File: config.mk
export PLATFORM = sky130hd
export DESIGN_NAME = aes_gcm_instance_sequencer
export DESIGN_NICKNAME = d
export VERILOG_FILES = /design/src/rtl/aes_gcm_instance_sequencer.sv
export SDC_FILE = /design/constraint.sdc
export NUM_CORES = 1
export LEC_CHECK = 0
export BUFFER_PORTS_ARGS = -buffer_cell sky130_fd_sc_hd__buf_2
export CAP_MARGIN = 0
export CORE_AREA = 2 2 404 406
export DETAILED_ROUTE_END_ITERATION = 6
export DIE_AREA = 0 0 406 408
export PLACE_DENSITY = 0.37
export SYNTH_ARGS = -nofsm -noshare
export SYNTH_HDL_FRONTEND = slang
export SYNTH_SLANG_ARGS = --single-unit
File: constraint.sdc
create_clock -name clk -period 4.5 [get_ports clk]
set_input_delay 0.675 -clock clk [delete_from_list [all_inputs] [get_ports clk]]
set_output_delay 0.675 -clock clk [all_outputs]
set_load 0.01 [all_outputs]
File: src/rtl/aes_gcm_instance_sequencer.sv
`default_nettype none
// ============================================================================
// Module  : aes_gcm_instance_sequencer
// Brief   : Turns one instance command plus its AAD/PT block stream into
//           framed single-cycle beats for the AES-GCM key-expansion stage.
// Revision: 1.0 - initial release
// ============================================================================
module aes_gcm_instance_sequencer #(
  parameter int CNT_W = 32
) (
  input  logic             clk,
  input  logic             i_rst_n,
  input  logic             i_cmd_valid,
  output logic             o_cmd_ready,
  input  logic [0:127]     i_cmd_key,
  input  logic [0:95]      i_cmd_iv,
  input  logic [CNT_W-1:0] i_cmd_aad_blocks,
  input  logic [CNT_W-1:0] i_cmd_pt_blocks,
  input  logic             i_data_valid,
  output logic             o_data_ready,
  input  logic [0:127]     i_data,
  output logic             o_valid,
  output logic [0:127]     o_cipher_key,
  output logic [0:95]      o_iv,
  output logic [0:127]     o_aad,
  output logic [0:127]     o_plain_text,
  output logic [0:127]     o_instance_size,
  output logic             o_new_instance,
  output logic             o_pt_instance,
  output logic             o_done,
  output logic             o_busy
);

  typedef enum logic [1:0] {
    S_IDLE = 2'd0,
    S_AAD  = 2'd1,
    S_PT   = 2'd2,
    S_NULL = 2'd3
  } state_t;

  localparam logic [CNT_W-1:0] c_one = CNT_W'(1);

  state_t           r_state;
  state_t           w_state_nxt;
  logic [CNT_W-1:0] r_aad_cnt;
  logic [CNT_W-1:0] r_pt_cnt;
  logic [CNT_W-1:0] w_aad_cnt_nxt;
  logic [CNT_W-1:0] w_pt_cnt_nxt;
  logic             r_first;
  logic             w_cmd_acc;
  logic             w_data_acc;
  logic             w_beat;
  logic             w_beat_aad;
  logic             w_beat_pt;
  logic             w_beat_last;
  logic [63:0]      w_aad_bits;
  logic [63:0]      w_pt_bits;

  // Readies are gated by reset so nothing is accepted while it is asserted.
  assign o_cmd_ready  = i_rst_n && (r_state == S_IDLE);
  assign o_data_ready = i_rst_n && ((r_state == S_AAD) || (r_state == S_PT));
  assign w_cmd_acc    = i_cmd_valid && o_cmd_ready;
  assign w_data_acc   = i_data_valid && o_data_ready;

  assign w_aad_bits = 64'(i_cmd_aad_blocks) << 7;
  assign w_pt_bits  = 64'(i_cmd_pt_blocks) << 7;

  always_ff @(posedge clk) begin
    if (!i_rst_n) begin
      r_state   <= S_IDLE;
      r_aad_cnt <= '0;
      r_pt_cnt  <= '0;
    end else begin
      r_state   <= w_state_nxt;
      r_aad_cnt <= w_aad_cnt_nxt;
      r_pt_cnt  <= w_pt_cnt_nxt;
    end
  end

  always_comb begin
    w_state_nxt   = r_state;
    w_aad_cnt_nxt = r_aad_cnt;
    w_pt_cnt_nxt  = r_pt_cnt;
    w_beat        = 1'b0;
    w_beat_aad    = 1'b0;
    w_beat_pt     = 1'b0;
    w_beat_last   = 1'b0;
    case (r_state)
      S_IDLE: begin
        if (w_cmd_acc) begin
          w_aad_cnt_nxt = i_cmd_aad_blocks;
          w_pt_cnt_nxt  = i_cmd_pt_blocks;
          if (i_cmd_aad_blocks != '0)
            w_state_nxt = S_AAD;
          else if (i_cmd_pt_blocks != '0)
            w_state_nxt = S_PT;
          else
            w_state_nxt = S_NULL;
        end
      end
      S_AAD: begin
        if (w_data_acc) begin
          w_beat        = 1'b1;
          w_beat_aad    = 1'b1;
          w_aad_cnt_nxt = r_aad_cnt - c_one;
          if (r_aad_cnt == c_one) begin
            if (r_pt_cnt != '0) begin
              w_state_nxt = S_PT;
            end else begin
              w_state_nxt = S_IDLE;
              w_beat_last = 1'b1;
            end
          end
        end
      end
      S_PT: begin
        if (w_data_acc) begin
          w_beat       = 1'b1;
          w_beat_pt    = 1'b1;
          w_pt_cnt_nxt = r_pt_cnt - c_one;
          if (r_pt_cnt == c_one) begin
            w_state_nxt = S_IDLE;
            w_beat_last = 1'b1;
          end
        end
      end
      default: begin
        // Empty instance: one framing-only beat, no data consumed.
        w_beat      = 1'b1;
        w_beat_last = 1'b1;
        w_state_nxt = S_IDLE;
      end
    endcase
  end

  always_ff @(posedge clk) begin
    if (!i_rst_n) begin
      r_first         <= 1'b0;
      o_valid         <= 1'b0;
      o_new_instance  <= 1'b0;
      o_pt_instance   <= 1'b0;
      o_done          <= 1'b0;
      o_busy          <= 1'b0;
      o_aad           <= '0;
      o_plain_text    <= '0;
      o_cipher_key    <= '0;
      o_iv            <= '0;
      o_instance_size <= '0;
    end else begin
      o_valid        <= w_beat;
      o_new_instance <= w_beat && r_first;
      o_pt_instance  <= w_beat_pt;
      o_done         <= w_beat_last;
      o_busy         <= (w_state_nxt != S_IDLE);
      o_aad          <= w_beat_aad ? i_data : '0;
      o_plain_text   <= w_beat_pt ? i_data : '0;
      if (w_cmd_acc) begin
        r_first         <= 1'b1;
        o_cipher_key    <= i_cmd_key;
        o_iv            <= i_cmd_iv;
        o_instance_size <= {w_aad_bits, w_pt_bits};
      end else if (w_beat) begin
        r_first <= 1'b0;
      end
    end
  end

endmodule
`default_nettype wire

Word level (Yosys, flattened, before mapping)
Index checks and enable logic that the tools add are counted.

cells by class
  $add $sub $neg = 2
  equal/unequal tests = 7
  muxes and demuxes = 27
  reductions and logical operators = 19

operators with widths
  operator                                            count
  two-way mux 32 bit                                  4
  case mux 32 bit (2 select lines)                    2
  nonzero test 32 bit                                 3
  == test 32 x 1 -> 1 bit, second input constant      2
  subtractor 32 x 1 -> 32 bit, second input constant  2
  two-way mux 2 bit                                   7
  two-way mux 1 bit                                   11
  nonzero test 2 bit                                  4
  inequality test 2 bit, second input constant        3
  case mux 2 bit (3 select lines)                     1
  AND reduction 3 bit                                 2
  logical AND 1 bit                                   5
  AND reduction 2 bit                                 2
  case mux 1 bit (3 select lines)                     1
  == test 2 x 1 -> 1 bit, second input constant       1
  == test 2 bit, second input constant                1
  logical NOT 2 bit                                   1
  case mux 1 bit (2 select lines)                     1
  OR reduction 2 bit                                  1
  logical OR 1 bit                                    1

word-level totals
  flip-flop bits (word level) = 616
  bits of input ports = 420
  output and inout port bits = 615
  word-level logic and storage cells = 69

Longest topological paths before layout
  word-level depth = 8
  mapped depth = 11
  gate-level depth less buffers = 8

Worst setup path after synthesis
OpenSTA, ideal clock, no wires.

  path type = reg2reg
  start = register r_state[0]
  end = register r_aad_cnt[12]
  library setup time = 0.128 ns
  arrival time = 2.366 ns
  required time = 4.372 ns
  slack = 2.006 ns
  cell stages (with the launch flop) = 11
  path buffers = 3
  clock period less this slack = 2.494 ns
  path through = dfxtp_1 > inv_1 > ha_1 > and3_1 > clkbuf_1 > and2_1 > o21ai_0 > clkbuf_1 > clkbuf_1 > a2bb2oi_1 > nor2_1

on the way
  cells in the longest elaborated chain, start to end = 6
  elaborated cells on any way between the ends = 13
  classes of those cells = eq/ne (4); mux (1); reduce/logical (8)

ends and longest elaborated chain
  what                                                     RTL line  text
  start, declared                                          43        state_t r_state;
  start signal, assigned                                   74        r_state <= w_state_nxt;
  == test 2 x 1 -> 1 bit or == test 2 bit (tied branches)  61, 88
  logical OR 1 bit                                         61        assign o_data_ready = i_rst_n && ((r_state == S_AAD) || (r_state == S_PT));
  logical AND 1 bit                                        61
  logical AND 1 bit                                        63        assign w_data_acc = i_data_valid && o_data_ready;
  inequality test 2 bit (no line)                          -
  AND reduction 3 bit (no line)                            -
  end signal, assigned                                     75        r_aad_cnt <= w_aad_cnt_nxt;
  end, declared                                            45        logic [CNT_W-1:0] r_aad_cnt;

Several ways; a longest one is shown, not always the timed one.
A chain may end at the register's enable or synchronous reset.

Final worst setup path
  start = register r_state[0]
  end = register o_cipher_key[41] in the netlist's numbering

on the way
  cells in the longest elaborated chain, start to end = 3

ends and longest elaborated chain
  what                  RTL line  text
  logical NOT 2 bit     60        assign o_cmd_ready = i_rst_n && (r_state == S_IDLE);
  logical AND 1 bit     60
  logical AND 1 bit     62        assign w_cmd_acc = i_cmd_valid && o_cmd_ready;
  end signal, assigned  159       o_cipher_key <= i_cmd_key;
  end, declared         23        output logic [0:127] o_cipher_key,

Every way passes these cells.

==> results.json <==
{
  "grt_usage_pct": 12.6,
  "worst_pin_slew_ns": 1.26,
  "rsz0062_at_grt": "false",
  "critPathTopFamily": "buffers and inverters",
  "p_switching_mw": 4.16,
  "power_density_nw_per_um2": 458,
  "grt_overflow": 0,
  "num_vias": 21100,
  "reg2reg_depth": 7,
  "peakVddDrop_mv": 0.256,
  "ctsResizeCount": 0,
  "max_freq_mhz": 342,
  "finalSetupViolCount": 0,
  "layout_common_cells": "969 x buf_2, 630 x nand2_1, 616 x dfxtp_1, 295 x nand3_1, 257 x and3_1",
  "ant_nets": 0,
  "dpl.hpwl_um": 81500,
  "synth_warnings": 0,
  "synth_flop_cell": "dfxtp_1",
  "dp.cells": 5482,
  "drive_gt1_share_pct": 33.5,
  "p_seq_share_pct": 41.0,
  "whs_path_depth": 3,
  "max_stage_delay_ns": 0.81,
  "fin_nets": 3819,
  "post-route-drc-count": 0,
  "cp_data_required_time_ns": 5.12,
  "syn_to_final_growth_pct": 44.5,
  "cts_buffer_depth": 3,
  "grt_first_pass_wirelength_um": 151000,
  "period_share_pct": 64.9,
  "nFillCells": 18300,
  "final.setup.tns_ns": 0,
  "clkLatencyLatePin_ns": 0.70,
  "p_comb_share_pct": 12.3,
  "final.min_clock_period_ns": 2.92,
  "dieArea_um2": 166000,
  "setup.worst_path.class": "reg2reg",
  "grt_max_degree": 235,
  "ys_ff_latch": 616,
  "coreArea_um2": 162000,
  "synth-seq-area-share_pct": 56.4,
  "drtIter0Drc": 1166,
  "cts_root_buf": "clkbuf_16",
  "grt_pass1_vias": 20100,
  "ys_types": 64,
  "critPathArrivalTime_ns": 3.54,
  "post_cts.repair.setup_buffers": 0,
  "antenna_found_initial": 82,
  "cts_tree": "yes",
  "ys_async_sr_fraction_pct": 0,
  "hold_viol_final": 0,
  "fin_util_pct": 19.5,
  "run_status": "finished, final reports clean",
  "path_cells": "inv_1 -> ha_1 -> nand3_4 -> buf_4 -> buf_4 -> nand3_1 -> nand2_1",
  "p_leak_nw": 16.2,
  "rows": 148,
  "slowest_stage": "buf_4",
  "synth_edf_count": 0,
  "synth_area_per_cell_um2": 8.70,
  "wl_per_cell_um": 19.4,
  "clkPwrFrac_pct": 46.7,
  "postSynthCellCount": 2513,
  "final_cell_count_no_fill": 5646,
  "numCtsBuffers": 81,
  "critPathLaunchType": "register",
  "drv_cap": 0,
  "via_per_inst": 3.73,
  "drt_pass1_iterations": 5,
  "path_buf_inv": 3,
  "end_kind": "register",
  "synth.cell_area_um2": 21900,
  "start_util_pct": 13.5,
  "maxSlewHeadroom_pct": 16.3,
  "io_pins": 1035,
  "swShare_pct": 28.8,
  "p_int_mw": 10.3,
  "path_depth": 7,
  "final_common_cell": "buf_2",
  "die_h_um": 408,
  "io_buffer_count": 970,
  "path_common_cell": "buf_4",
  "critPathMaxFanout": 81,
  "cts.clk_slew.worst_paths_ns": 0.06,
  "holdBufCountCts": 0,
  "fp.dieW_um": 406,
  "gp_congestion": 0.770,
  "slew_viol_final": 0,
  "holdCritPathClass": "in2reg",
  "clock_sinks": 616,
  "routed_wl_um": 109000,
  "finClkSkew_ns": 0.0270,
  "htreeDepth": 3
}
-- sequential cells by signal, summed over array words and instances, names as in the netlist, 2 cells and up --
| name | cells |
|---|---|
| r_pt_cnt | 32 |
| r_aad_cnt | 32 |
| o_plain_text | 128 |
| o_instance_size | 64 |
| r_state | 2 |
| o_aad | 128 |
| o_cipher_key | 128 |
| o_iv | 96 |
-- per-stage QoR --
stage | total power, mW | hold slack (ns) | cell area [um^2] | worst slack, ns
2_1_floorplan | 7.00 | 0.431 | 22100 | 2.01
3_3_place_gp | 7.88 | 0.438 | 28700 | 1.45
3_5_place_dp | 7.88 | 0.441 | 28700 | 1.43
4_1_cts | 14.8 | 0.0634 | 31600 | 1.50
5_1_grt | 15.2 | 0.103 | 31600 | 1.29
6_report | 14.5 | 0.154 | 31600 | 1.58
-- worst reg2reg max path: cells and delay by family, from the launching register on --
family | cells | cell delay, ns
buffers and inverters | 3 | 1.46
AND/OR/NAND/NOR | 3 | 0.50
adder cells (fa/ha/maj) | 1 | 0.45
flip-flops | 1 | 0.44
-- layer usage --
layer,up-vias,wire (um),GRT usage (%)
met4,92,3120,4.36
met3,221,10500,5.57
met5,-,607,0
li1,10200,-,-
met2,721,53800,21.7
met1,9860,41500,13.7
-- worst paths after layout --
check | startpoint | slack [ns] | endpoint
worst max register to register | r_state[0]$_SDFF_PN0_ | 1.58 | o_cipher_key[41]$_SDFFE_PN0P_
worst min register to register | o_instance_size[51]$_SDFFE_PN0P_ | 0.45 | o_instance_size[51]$_SDFFE_PN0P_
worst max-delay path | r_state[0]$_SDFF_PN0_ | 1.58 | o_cipher_key[41]$_SDFFE_PN0P_
worst min-delay path | i_cmd_key[58] | 0.15 | o_cipher_key[58]$_SDFFE_PN0P_
-- power groups by stage --
| stage | clock network (mW) | logic (mW) | registers, mW |
|---|---|---|---|
| finish | 6.76 | 1.78 | 5.93 |
| global route | 7.21 | 1.98 | 5.97 |
| CTS | 7.03 | 1.84 | 5.93 |
| detailed placement | 0 | 1.84 | 6.05 |
| global placement | 0 | 1.83 | 6.04 |
| floorplan | 0 | 0.872 | 6.13 |
-- area by class of cell --
type	instances	area, um^2	area share [%]
Timing Repair Buffer	991	5080	16.1
Sequential cell	616	12300	39.0
Antenna cell	18	45.0	0.143
Inverter	23	86.3	0.273
Multi-Input combinational cell	1677	8520	27.0
Clock buffer	106	2260	7.16
Tap cell	2175	2720	8.61
Clock inverter	40	543	1.72
-- synth_stat cells (4+ instances only) --
cell       count  area (um^2)
clkbuf_1     183          687
nor2_1        58          218
a41oi_1        5         43.8
a22oi_1        8         60.1
and3_1       259         1620
nand3_1      296         1480
or4_1          6         45.0
o21a_1        10         75.1
nand2_1      630         2360
a2bb2oi_1      4         35.0
o32ai_1        7         61.3
nor4_1        28          175
a21o_1         4         30.0
o41ai_1        5         43.8
o221a_2       10          113
o31a_1         4         35.0
dfxtp_1      616        12300
and2_1        13         81.3
o21ai_0       45          225
inv_1         22         82.6
o22ai_1        8         50.1
nand2b_1       9         56.3
buf_1         12         45.0
ha_1           9          113
or3_1         13         81.3
a211oi_1      10         75.1
nor3_1        31          155
a21oi_1       57          285
nand4_1       10         62.6
nor2b_1        9         56.3
buf_4         64          480
a31oi_1       15         93.8
-- cells by family after synthesis --
| family | after synthesis | share of synthesized area, % |
|---|---|---|
| compound gates | 219 | 6.68 |
| mux | 2 | 0.0973 |
| simple gates | 1383 | 30.3 |
| fa+ha+maj | 9 | 0.515 |
| flops | 616 | 56.4 |
| buf+inv | 283 | 5.96 |
| other cells | 1 | 0.0172 |
No activity file was read; power rests on OpenSTA's default activity.
